**src/rtl/dmem_byte_arbiter_if.sv**
```systemverilog
// Bus bundle between the two word requesters, the byte-wide data memory and the arbiter.
// The arbiter connects through the slave modport; the requester/memory side uses master.
interface dmem_byte_arbiter_if #(
   parameter int ADDR_W = 7
);
   logic              p0_req;
   logic              p0_we;
   logic [ADDR_W-1:0] p0_addr;
   logic [31:0]       p0_wdata;
   logic              p0_done;
   logic [31:0]       p0_rdata;
   logic              p0_stall;

   logic              p1_req;
   logic              p1_we;
   logic [ADDR_W-1:0] p1_addr;
   logic [31:0]       p1_wdata;
   logic              p1_done;
   logic [31:0]       p1_rdata;

   logic              mem_en;
   logic              mem_we;
   logic [ADDR_W-1:0] mem_addr;
   logic [7:0]        mem_wdata;
   logic [7:0]        mem_rdata;
   logic              busy;

   modport slave (
      input  p0_req, p0_we, p0_addr, p0_wdata,
      output p0_done, p0_rdata, p0_stall,
      input  p1_req, p1_we, p1_addr, p1_wdata,
      output p1_done, p1_rdata,
      output mem_en, mem_we, mem_addr, mem_wdata,
      input  mem_rdata,
      output busy
   );

   modport master (
      output p0_req, p0_we, p0_addr, p0_wdata,
      input  p0_done, p0_rdata, p0_stall,
      output p1_req, p1_we, p1_addr, p1_wdata,
      input  p1_done, p1_rdata,
      input  mem_en, mem_we, mem_addr, mem_wdata,
      output mem_rdata,
      input  busy
   );
endinterface

```
**src/rtl/dmem_byte_arbiter.sv**
```systemverilog
// Two-port 32-bit word arbiter in front of a byte-wide data memory; each word becomes four
// big-endian byte accesses. Define DMEM_RR_ARB_EN for round-robin instead of port-0 priority.
module dmem_byte_arbiter #(
   parameter int ADDR_W = 7,
   parameter int RD_LAT = 1
) (
   input  logic clk,
   input  logic rst_n,
   dmem_byte_arbiter_if.slave bus
);

   typedef enum logic [1:0] {S_IDLE, S_ISSUE, S_DONE} state_t;

   // Read capture assumes single-cycle memory; other latencies never capture.
   localparam bit LAT_OK = (RD_LAT == 1);

   state_t            state, state_nxt;
   logic [1:0]        k;
   logic              any_req, win_port;
   logic              lat_we, lat_port;
   logic [ADDR_W-1:0] lat_addr;
   logic [31:0]       lat_wdata;
   logic              rd_vld_p1;
   logic [23:0]       asm_p1;
   logic [31:0]       word_p1;
   logic              rd_done;
   logic [31:0]       p0_rdata_q, p1_rdata_q;
   logic              p0_done_c;

   assign any_req = bus.p0_req | bus.p1_req;

`ifdef DMEM_RR_ARB_EN
   logic rr_ptr;

   // Contention goes to the port that did not win last; a lone requester always wins.
   always_comb win_port = (bus.p0_req & bus.p1_req) ? ~rr_ptr : bus.p1_req;

   always_ff @(posedge clk or negedge rst_n) begin
      if (!rst_n)
         rr_ptr <= 1'b0;
      else if (state == S_IDLE && any_req)
         rr_ptr <= win_port;
   end
`else
   always_comb win_port = ~bus.p0_req;
`endif

   always_ff @(posedge clk or negedge rst_n) begin
      if (!rst_n) state <= S_IDLE;
      else        state <= state_nxt;
   end

   always_comb begin
      state_nxt = state;
      case (state)
         S_IDLE:  if (any_req) state_nxt = S_ISSUE;
         S_ISSUE: if (k == 2'd3) state_nxt = S_DONE;
         S_DONE:  state_nxt = S_IDLE;
         default: state_nxt = S_IDLE;
      endcase
   end

   always_ff @(posedge clk or negedge rst_n) begin
      if (!rst_n) begin
         k         <= 2'd0;
         rd_vld_p1 <= 1'b0;
      end else begin
         k         <= (state == S_ISSUE) ? k + 2'd1 : 2'd0;
         rd_vld_p1 <= (state == S_ISSUE) & ~lat_we & LAT_OK;
      end
   end

   always_ff @(posedge clk) begin
      if (state == S_IDLE && any_req) begin
         lat_port  <= win_port;
         lat_we    <= win_port ? bus.p1_we    : bus.p0_we;
         lat_addr  <= win_port ? bus.p1_addr  : bus.p0_addr;
         lat_wdata <= win_port ? bus.p1_wdata : bus.p0_wdata;
      end
   end

   // p1 stage: byte returned one cycle after its issue, shifted in MSB first
   always_ff @(posedge clk) begin
      if (rd_vld_p1)
         asm_p1 <= {asm_p1[15:0], bus.mem_rdata};
   end

   assign word_p1 = {asm_p1, bus.mem_rdata};
   assign rd_done = (state == S_DONE) & ~lat_we;

   always_ff @(posedge clk or negedge rst_n) begin
      if (!rst_n) begin
         p0_rdata_q <= '0;
         p1_rdata_q <= '0;
      end else if (rd_done) begin
         if (lat_port) p1_rdata_q <= word_p1;
         else          p0_rdata_q <= word_p1;
      end
   end

   always_comb begin
      bus.mem_en    = 1'b0;
      bus.mem_we    = 1'b0;
      bus.mem_addr  = '0;
      bus.mem_wdata = 8'h00;
      bus.p1_done   = 1'b0;
      p0_done_c     = 1'b0;
      bus.p0_rdata  = p0_rdata_q;
      bus.p1_rdata  = p1_rdata_q;
      case (state)
         S_ISSUE: begin
            bus.mem_en   = 1'b1;
            bus.mem_we   = lat_we;
            bus.mem_addr = lat_addr + ADDR_W'(k);
            case (k)
               2'd0:    bus.mem_wdata = lat_wdata[31:24];
               2'd1:    bus.mem_wdata = lat_wdata[23:16];
               2'd2:    bus.mem_wdata = lat_wdata[15:8];
               default: bus.mem_wdata = lat_wdata[7:0];
            endcase
         end
         S_DONE: begin
            p0_done_c   = ~lat_port;
            bus.p1_done = lat_port;
            // Last byte bypasses the register so rdata is valid alongside done.
            if (rd_done) begin
               if (lat_port) bus.p1_rdata = word_p1;
               else          bus.p0_rdata = word_p1;
            end
         end
         default: ;
      endcase
   end

   assign bus.p0_done  = p0_done_c;
   assign bus.p0_stall = bus.p0_req & ~p0_done_c;
   assign bus.busy     = (state != S_IDLE);

endmodule

```
**src/flat_wrapper.sv**
```systemverilog
// flat-port wrapper written by rule: the top's interface ports become plain ports
module dmem_byte_arbiter_flat 
#(
   parameter int ADDR_W = 7,
   parameter int RD_LAT = 1
)
  (clk, rst_n, bus_p0_req, bus_p0_we, bus_p0_addr, bus_p0_wdata, bus_p0_done, bus_p0_rdata, bus_p0_stall, bus_p1_req, bus_p1_we, bus_p1_addr, bus_p1_wdata, bus_p1_done, bus_p1_rdata, bus_mem_en, bus_mem_we, bus_mem_addr, bus_mem_wdata, bus_mem_rdata, bus_busy);
  dmem_byte_arbiter_if #(.ADDR_W(ADDR_W)) bus_i ();
  input  logic clk;
  input  logic rst_n;
  input wire logic [$bits(bus_i.p0_req)-1:0] bus_p0_req;
  input wire logic [$bits(bus_i.p0_we)-1:0] bus_p0_we;
  input wire logic [$bits(bus_i.p0_addr)-1:0] bus_p0_addr;
  input wire logic [$bits(bus_i.p0_wdata)-1:0] bus_p0_wdata;
  output wire logic [$bits(bus_i.p0_done)-1:0] bus_p0_done;
  output wire logic [$bits(bus_i.p0_rdata)-1:0] bus_p0_rdata;
  output wire logic [$bits(bus_i.p0_stall)-1:0] bus_p0_stall;
  input wire logic [$bits(bus_i.p1_req)-1:0] bus_p1_req;
  input wire logic [$bits(bus_i.p1_we)-1:0] bus_p1_we;
  input wire logic [$bits(bus_i.p1_addr)-1:0] bus_p1_addr;
  input wire logic [$bits(bus_i.p1_wdata)-1:0] bus_p1_wdata;
  output wire logic [$bits(bus_i.p1_done)-1:0] bus_p1_done;
  output wire logic [$bits(bus_i.p1_rdata)-1:0] bus_p1_rdata;
  output wire logic [$bits(bus_i.mem_en)-1:0] bus_mem_en;
  output wire logic [$bits(bus_i.mem_we)-1:0] bus_mem_we;
  output wire logic [$bits(bus_i.mem_addr)-1:0] bus_mem_addr;
  output wire logic [$bits(bus_i.mem_wdata)-1:0] bus_mem_wdata;
  input wire logic [$bits(bus_i.mem_rdata)-1:0] bus_mem_rdata;
  output wire logic [$bits(bus_i.busy)-1:0] bus_busy;
  assign bus_i.p0_req = bus_p0_req;
  assign bus_i.p0_we = bus_p0_we;
  assign bus_i.p0_addr = bus_p0_addr;
  assign bus_i.p0_wdata = bus_p0_wdata;
  assign bus_p0_done = bus_i.p0_done;
  assign bus_p0_rdata = bus_i.p0_rdata;
  assign bus_p0_stall = bus_i.p0_stall;
  assign bus_i.p1_req = bus_p1_req;
  assign bus_i.p1_we = bus_p1_we;
  assign bus_i.p1_addr = bus_p1_addr;
  assign bus_i.p1_wdata = bus_p1_wdata;
  assign bus_p1_done = bus_i.p1_done;
  assign bus_p1_rdata = bus_i.p1_rdata;
  assign bus_mem_en = bus_i.mem_en;
  assign bus_mem_we = bus_i.mem_we;
  assign bus_mem_addr = bus_i.mem_addr;
  assign bus_mem_wdata = bus_i.mem_wdata;
  assign bus_i.mem_rdata = bus_mem_rdata;
  assign bus_busy = bus_i.busy;
  dmem_byte_arbiter #(.ADDR_W(ADDR_W), .RD_LAT(RD_LAT)) u_core (.clk(clk), .rst_n(rst_n), .bus(bus_i));
endmodule
```
**config.mk**
```make
export PLATFORM = sky130hd
export DESIGN_NAME = dmem_byte_arbiter_flat
export DESIGN_NICKNAME = d
export VERILOG_FILES = /design/src/rtl/dmem_byte_arbiter_if.sv /design/src/rtl/dmem_byte_arbiter.sv /design/src/flat_wrapper.sv
export SDC_FILE = /design/constraint.sdc
export NUM_CORES = 1
export LEC_CHECK = 0
export ABC_AREA = 1
export BUFFER_PORTS_ARGS = -buffer_cell sky130_fd_sc_hd__buf_2
export CORE_UTILIZATION = 42
export DETAILED_ROUTE_END_ITERATION = 12
export PLACE_DENSITY_LB_ADDON = 0.25
export SLEW_MARGIN = 20
export SYNTH_ARGS = -nofsm -noshare
export SYNTH_HDL_FRONTEND = slang
export SYNTH_SLANG_ARGS = --single-unit
```
**constraint.sdc**
```tcl
create_clock -name clk -period 2.5 [get_ports clk]
set_input_delay 0 -clock clk [delete_from_list [all_inputs] [get_ports clk]]
set_output_delay 0 -clock clk [all_outputs]
set_load 0.05 [all_outputs]
```
==> impl_metrics.tcl, run 1 <==
set metrics [dict create \
    min_period_ns 2.20 \
    cp_slowest_cell "fa_1" \
    first_pass_iters 5 \
    grt_pass1_vias 5287 \
    cts_sinks 134 \
    avgSynthCellArea_um2 9.41 \
    reg2reg_depth 4 \
    syn_inst 621 \
    grt-ovfl-total 0 \
    antenna_found_initial 0 \
    worst_slack_ns 0.299 \
    cp.arrival_ns 2.20 \
    register_area_um2 3680 \
    synthToLayoutAreaGrowth_pct 43.5 \
    clock_path_buffers 2 \
    via_per_inst 4.93 \
    drcViolationCount 0 \
    n_antenna_cell 0 \
    dp_hpwl_mm 9.89 \
    tightest_slew_ns 0.998 \
    end_kind "output pin" \
    clockRootBuffer "clkbuf_16" \
    track_usage_pct 22.0 \
    power_density_nw_per_um2 1360 \
    rrSetupSlack_ns 0.86 \
    crit_chain "ha_1 -> fa_1 -> nand2_1 -> nor2_1 -> nand3_1 -> nand2_1 -> nor2_1 -> buf_2" \
    htree_levels 4 \
    rows 42 \
    seq_area_frac_synth_pct 63.0 \
    fin_util_pct 62.6 \
    r2r-end "u_core.lat_wdata[23]" \
    hp-class "primary input to async pin" \
    cts_buffers 17 \
    r2r_start "u_core.state[1]" \
    grt_pass1_wl_mm 24.5 \
    required_ns 2.50 \
    rsz0062_at_grt "no" \
    fin_tns_setup_ns 0 \
    critical_path.max_stage_delay_ns 0.47 \
    critPathLaunchType "flop" \
    fin_skew_ns 0.0110 \
    hold_viol 0 \
    drive_gt1_share_pct 24.5 \
    maxCapViolations 0 \
    ys_seq_elements 134 \
    multi_input_area_um2 1820 \
    design_power_total_w 0.0114 \
    worstSkewPairLatency_ns 0.41 \
    mostFrequentLayoutCell "nand2_1" \
    drt-total-wl_mm 15.0 \
    dp_slack_ns 0.727 \
    max_freq_mhz 454 \
    portBuffers 176 \
    path_clk_slew_ns 0.06 \
    post_drt_wl_per_cell_um 14.0 \
    routed-via-count 5273 \
    drt_iter0_drc 279 \
    peakVddDrop_mv 0.631 \
    syn_area_um2 5840 \
    synth_nets 720 \
    period_share_pct 88.0 \
    core_area_um2 13400 \
    grt_start_max_net_pins 97 \
    worstPathMaxFanout 5 \
    initial_core_util_pct 43.6 \
    nFillCells 1100 \
    relSlewSlack_pct 33.5 \
    postCtsSetupBuffers 0 \
    setup_viol 0 \
    synth_warnings 0 \
    slew_violations 0 \
    yosysUniqueCellTypes 22 \
    nNetsFinal 979 \
    ios 177 \
    final_cell_mix "nand2_1 (212), buf_2 (176), o21ai_0 (132)" \
    dieArea_um2 14400 \
    crit_type "flop to output pin" \
    place_congestion 0.846 \
    status "complete, no violations" \
    die_w_um 120 \
    p_leak_nw 4.13 \
    ant_nets 0 \
    tritoncts "yes" \
    die_h_um 120 \
]
routing by layer:
metal,vias to the layer above,wire length [µm],global-route usage (%)
li1,2577,-,-
met1,2480,6190,25.5
met2,179,7530,37.4
met3,37,886,6.84
met4,0,395,9.14
met5,-,0,0
logic make-up after synthesis:
| logic type | count (synthesis) | share of synthesized area (%) |
|---|---|---|
| flip-flops | 134 | 63.0 |
| AO/OA/AOI/OAI | 159 | 13.8 |
| buffers and inverters | 85 | 6.00 |
| adder cells (fa/ha/maj) | 7 | 1.63 |
| AND/OR/NAND/NOR | 236 | 15.6 |
cell type report:
type,count,share of cell area (%)
multi-input cells,402,21.7
repair buffers,274,22.4
flip-flops and latches,134,43.9
clock inverters,12,1.49
clock buffers,20,5.58
well taps,176,2.63
inverters,51,2.28
critical path: cells and delay by family (launching register included):
kind / cells / cell delay, ns
adders and majority gates: 2 / 0.72
buffers and inverters: 1 / 0.27
DFF: 1 / 0.43
and+or+nand+nor: 5 / 0.39
registers in the layout, indices dropped and copies added (netlist names):
register and flops:
u_core.lat_wdata 32, u_core.p0_rdata_q 32, u_core.p1_rdata_q 32, u_core.asm_p1 24, u_core.lat_addr 7, u_core.k 2
u_core.state 2, u_core.lat_port 1, u_core.lat_we 1, u_core.rd_vld_p1 1
metrics by stage:
stage / hold slack [ns] / std cells / instance area (µm²)
final: 0.233 / 1069 / 8390
after CTS: 0.241 / 1069 / 8390
after floorplan: -0.296 / 621 / 5850
after detailed placement: 0.145 / 946 / 6880
after global routing: 0.281 / 1069 / 8390
after global placement: 0.126 / 946 / 6880
Yosys cell counts:
cell type	instances	area, µm²
nand2_1	212	796
o21ai_0	132	661
dfrtp_1	69	1730
edfxtp_1	65	1950
inv_1	51	191
clkbuf_1	20	75.1
nor2_1	16	60.1
a21oi_1	11	55.1
a31oi_1	8	50.1
o21ai_1	7	35.0
buf_2	6	30.0
ha_1	6	75.1
nand3_1	4	20.0
buf_1	3	11.3
buf_4	2	15.0
buf_6	2	22.5
nand3_2	2	20.0
clkbuf_2	1	5.00
fa_1	1	20.0
nor2_4	1	11.3
nor3_1	1	5.00
o22ai_1	1	6.26
worst max-delay path by stage:
stage | startpoint | cells past startpoint | to | slack, ns
after floorplan | u_core.state[1] | 3 | u_core.lat_addr[0] | 0.07
after global placement | u_core.k[0] | 8 | bus_mem_addr[6] | 0.74
after detailed placement | u_core.k[0] | 8 | bus_mem_addr[6] | 0.73
after CTS | u_core.k[0] | 8 | bus_mem_addr[6] | 0.28
after global routing | u_core.k[0] | 8 | bus_mem_addr[6] | 0.15
final | u_core.k[0] | 8 | bus_mem_addr[6] | 0.30
report_power, final:
| group | total [W] | switching, W | leakage (nW) | internal, W |
|---|---|---|---|---|
| Combinational | 0.00534 | 0.00411 | 2.36 | 0.00123 |
| Sequential | 0.00362 | 0.000364 | 1.48 | 0.00326 |
| Clock | 0.00245 | 0.000905 | 0.295 | 0.00155 |
| Total | 0.0114 | 0.00537 | 4.13 | 0.00604 |
timing repair:
action,in CTS,in global routing
resized for setup,0,0
hold buffers,91,0
endpoints found under the hold margin,99,0
endpoints found under the setup margin,0,0
(Power assumes the default switching activity.)
==> run 2: changes to the inputs <==
CORE_MARGIN = 2   (was unset)
GPL_TIMING_DRIVEN = 0   (was unset)
==> impl_metrics.tcl, run 2 (same netlist as run 1, synthesis figures left out) <==
set metrics [dict create \
    relSlewSlack_pct 33.6 \
    max_freq_mhz 448 \
    tightest_slew_ns 0.996 \
    crit_type "flop to output pin" \
    initial_core_util_pct 42.6 \
    portBuffers 175 \
    grt-ovfl-total 0 \
    p_int_w 0.00582 \
    cts_buffers 17 \
    first_pass_iters 7 \
    path_depth 6 \
    track_usage_pct 23.1 \
    grt_pass1_wl_mm 26.2 \
    clock_path_buffers 2 \
    placed_area_um2 7000 \
    slew_violations 0 \
    cp.arrival_ns 2.23 \
    ios 177 \
    pwr-share-comb_pct 48.0 \
    ant_nets 0 \
    reg_top3 "u_core.lat_wdata x32, u_core.p0_rdata_q x32, u_core.p1_rdata_q x32" \
    die_h_um 122 \
    setup_viol 0 \
    die_w_um 122 \
    clockRootBuffer "clkbuf_16" \
    rrSetupSlack_ns 0.91 \
    register_area_um2 3680 \
    rsz0062_at_grt "no" \
    startpoint "u_core.k[1]" \
    fin_area_um2 8430 \
    drive_gt1_share_pct 23.5 \
    final_cell_mix "nand2_1 (212), buf_2 (180), o21ai_0 (132)" \
    stdcell_count 1099 \
    status "complete, no violations" \
    design_power_total_w 0.0111 \
    critPathLaunchType "flop" \
    nFillCells 1125 \
    path_clk_slew_ns 0.05 \
    drt_iter0_drc 404 \
    worstSkewPairLatency_ns 0.42 \
    period_share_pct 89.3 \
    rows 43 \
    mostFrequentLayoutCell "nand2_1" \
    drcViolationCount 0 \
    hp-class "primary input to async pin" \
    power_density_nw_per_um2 1320 \
    critical_path.max_stage_delay_ns 0.46 \
    p_seq_share_pct 32.4 \
    postCtsSetupBuffers 0 \
    core_area_um2 13700 \
    n_antenna_cell 0 \
    post_drt_wl_per_cell_um 15.0 \
    r2r-end "u_core.lat_wdata[17]" \
    synthToLayoutAreaGrowth_pct 44.2 \
    grt_pass1_vias 5550 \
    dp_hpwl_mm 11.0 \
    hold_viol 0 \
    fin_tns_setup_ns 0 \
    required_ns 2.50 \
    antenna_found_initial 0 \
    place_congestion 0.787 \
    dieArea_um2 14900 \
    drt-total-wl_mm 16.5 \
    fin_util_pct 61.4 \
    switching_share_pct 47.8 \
    grt_start_max_net_pins 59 \
    routed-via-count 5444 \
    fin_skew_ns 0.00944 \
    multi_input_area_um2 1820 \
    cts_sinks 134 \
    end_kind "output pin" \
    maxCapViolations 0 \
    crit_chain "ha_1 -> clkbuf_1 -> inv_1 -> o21ai_0 -> a31oi_1 -> buf_2" \
    clockPowerShare_pct 19.5 \
    critPathCapture "bus_mem_wdata[3]" \
    worstPathMaxFanout 10 \
    p_leak_nw 4.13 \
    r2r_start "u_core.state[1]" \
    crit_buf_inv 3 \
    reg2reg_depth 4 \
    tritoncts "yes" \
    via_per_inst 4.95 \
    peakVddDrop_mv 0.712 \
    crit_family "buffers and inverters" \
    switchingPower_w 0.00532 \
    min_period_ns 2.23 \
    place_inst 978 \
    nNetsFinal 1007 \
    htree_levels 4 \
    cp_slowest_cell "dfrtp_1" \
]
run 2: layout make-up:
cell class                      count  share of cell area [%]
Tap cell                          180                    2.67
Buffer                             34                    1.89
Clock inverter                      5                   0.312
Clock buffer                       25                    5.78
Multi-Input combinational cell    402                    21.6
Sequential cell                   134                    43.7
Timing Repair Buffer              268                    21.8
Inverter                           51                    2.27
run 2: metrics by stage:
step | worst slack (ns) | hold WS, ns
6_report | 0.267 | 0.133
5_1_grt | 0.107 | 0.149
4_1_cts | 0.275 | 0.141
3_5_place_dp | 0.723 | -0.139
3_3_place_gp | 0.0548 | 0.204
2_1_floorplan | 0.0674 | -0.296
run 2: power groups by stage:
| stage | Clock (W) | Sequential (W) | Combinational (W) |
|---|---|---|---|
| floorplan | 0 | 0.00353 | 0.00397 |
| global placement | 0 | 0.00364 | 0.00509 |
| detailed placement | 0 | 0.00365 | 0.00522 |
| CTS | 0.00219 | 0.00362 | 0.00536 |
| global route | 0.00230 | 0.00370 | 0.00576 |
| finish | 0.00218 | 0.00362 | 0.00535 |
run 2: what timing repair did:
| action | 4_1_cts | 5_1_grt |
|---|---|---|
| hold endpoints to repair | 134 | 0 |
| resized for setup | 0 | 0 |
| hold buffers | 91 | 0 |
run 2: worst register-to-register path, delay by kind of cell, from the launching register on:
kind / cells / cell delay [ns]
and+or+nand+nor: 2 / 0.53
buffers and inverters: 2 / 0.39
DFF: 1 / 0.37
run 2: layer usage:
metal  track usage (%)  share of wire [%]
met1              28.9                 42
met2              38.6                 50
met3              5.24                5.3
met4              10.3                2.6
met5                 0                  0
run 2: how the worst min path moves through the flow:
stage	depth (start not counted)	from	slack, ns	endpoint
floorplan	0	rst_n	-0.30	u_core.k[0]
global placement	1	bus_mem_rdata[3]	0.20	u_core.asm_p1[3]
detailed placement	1	rst_n	-0.14	u_core.p1_rdata_q[29]
CTS	3	rst_n	0.14	u_core.p0_rdata_q[30]
global route	3	rst_n	0.15	u_core.p0_rdata_q[30]
finish	3	rst_n	0.13	u_core.p0_rdata_q[30]
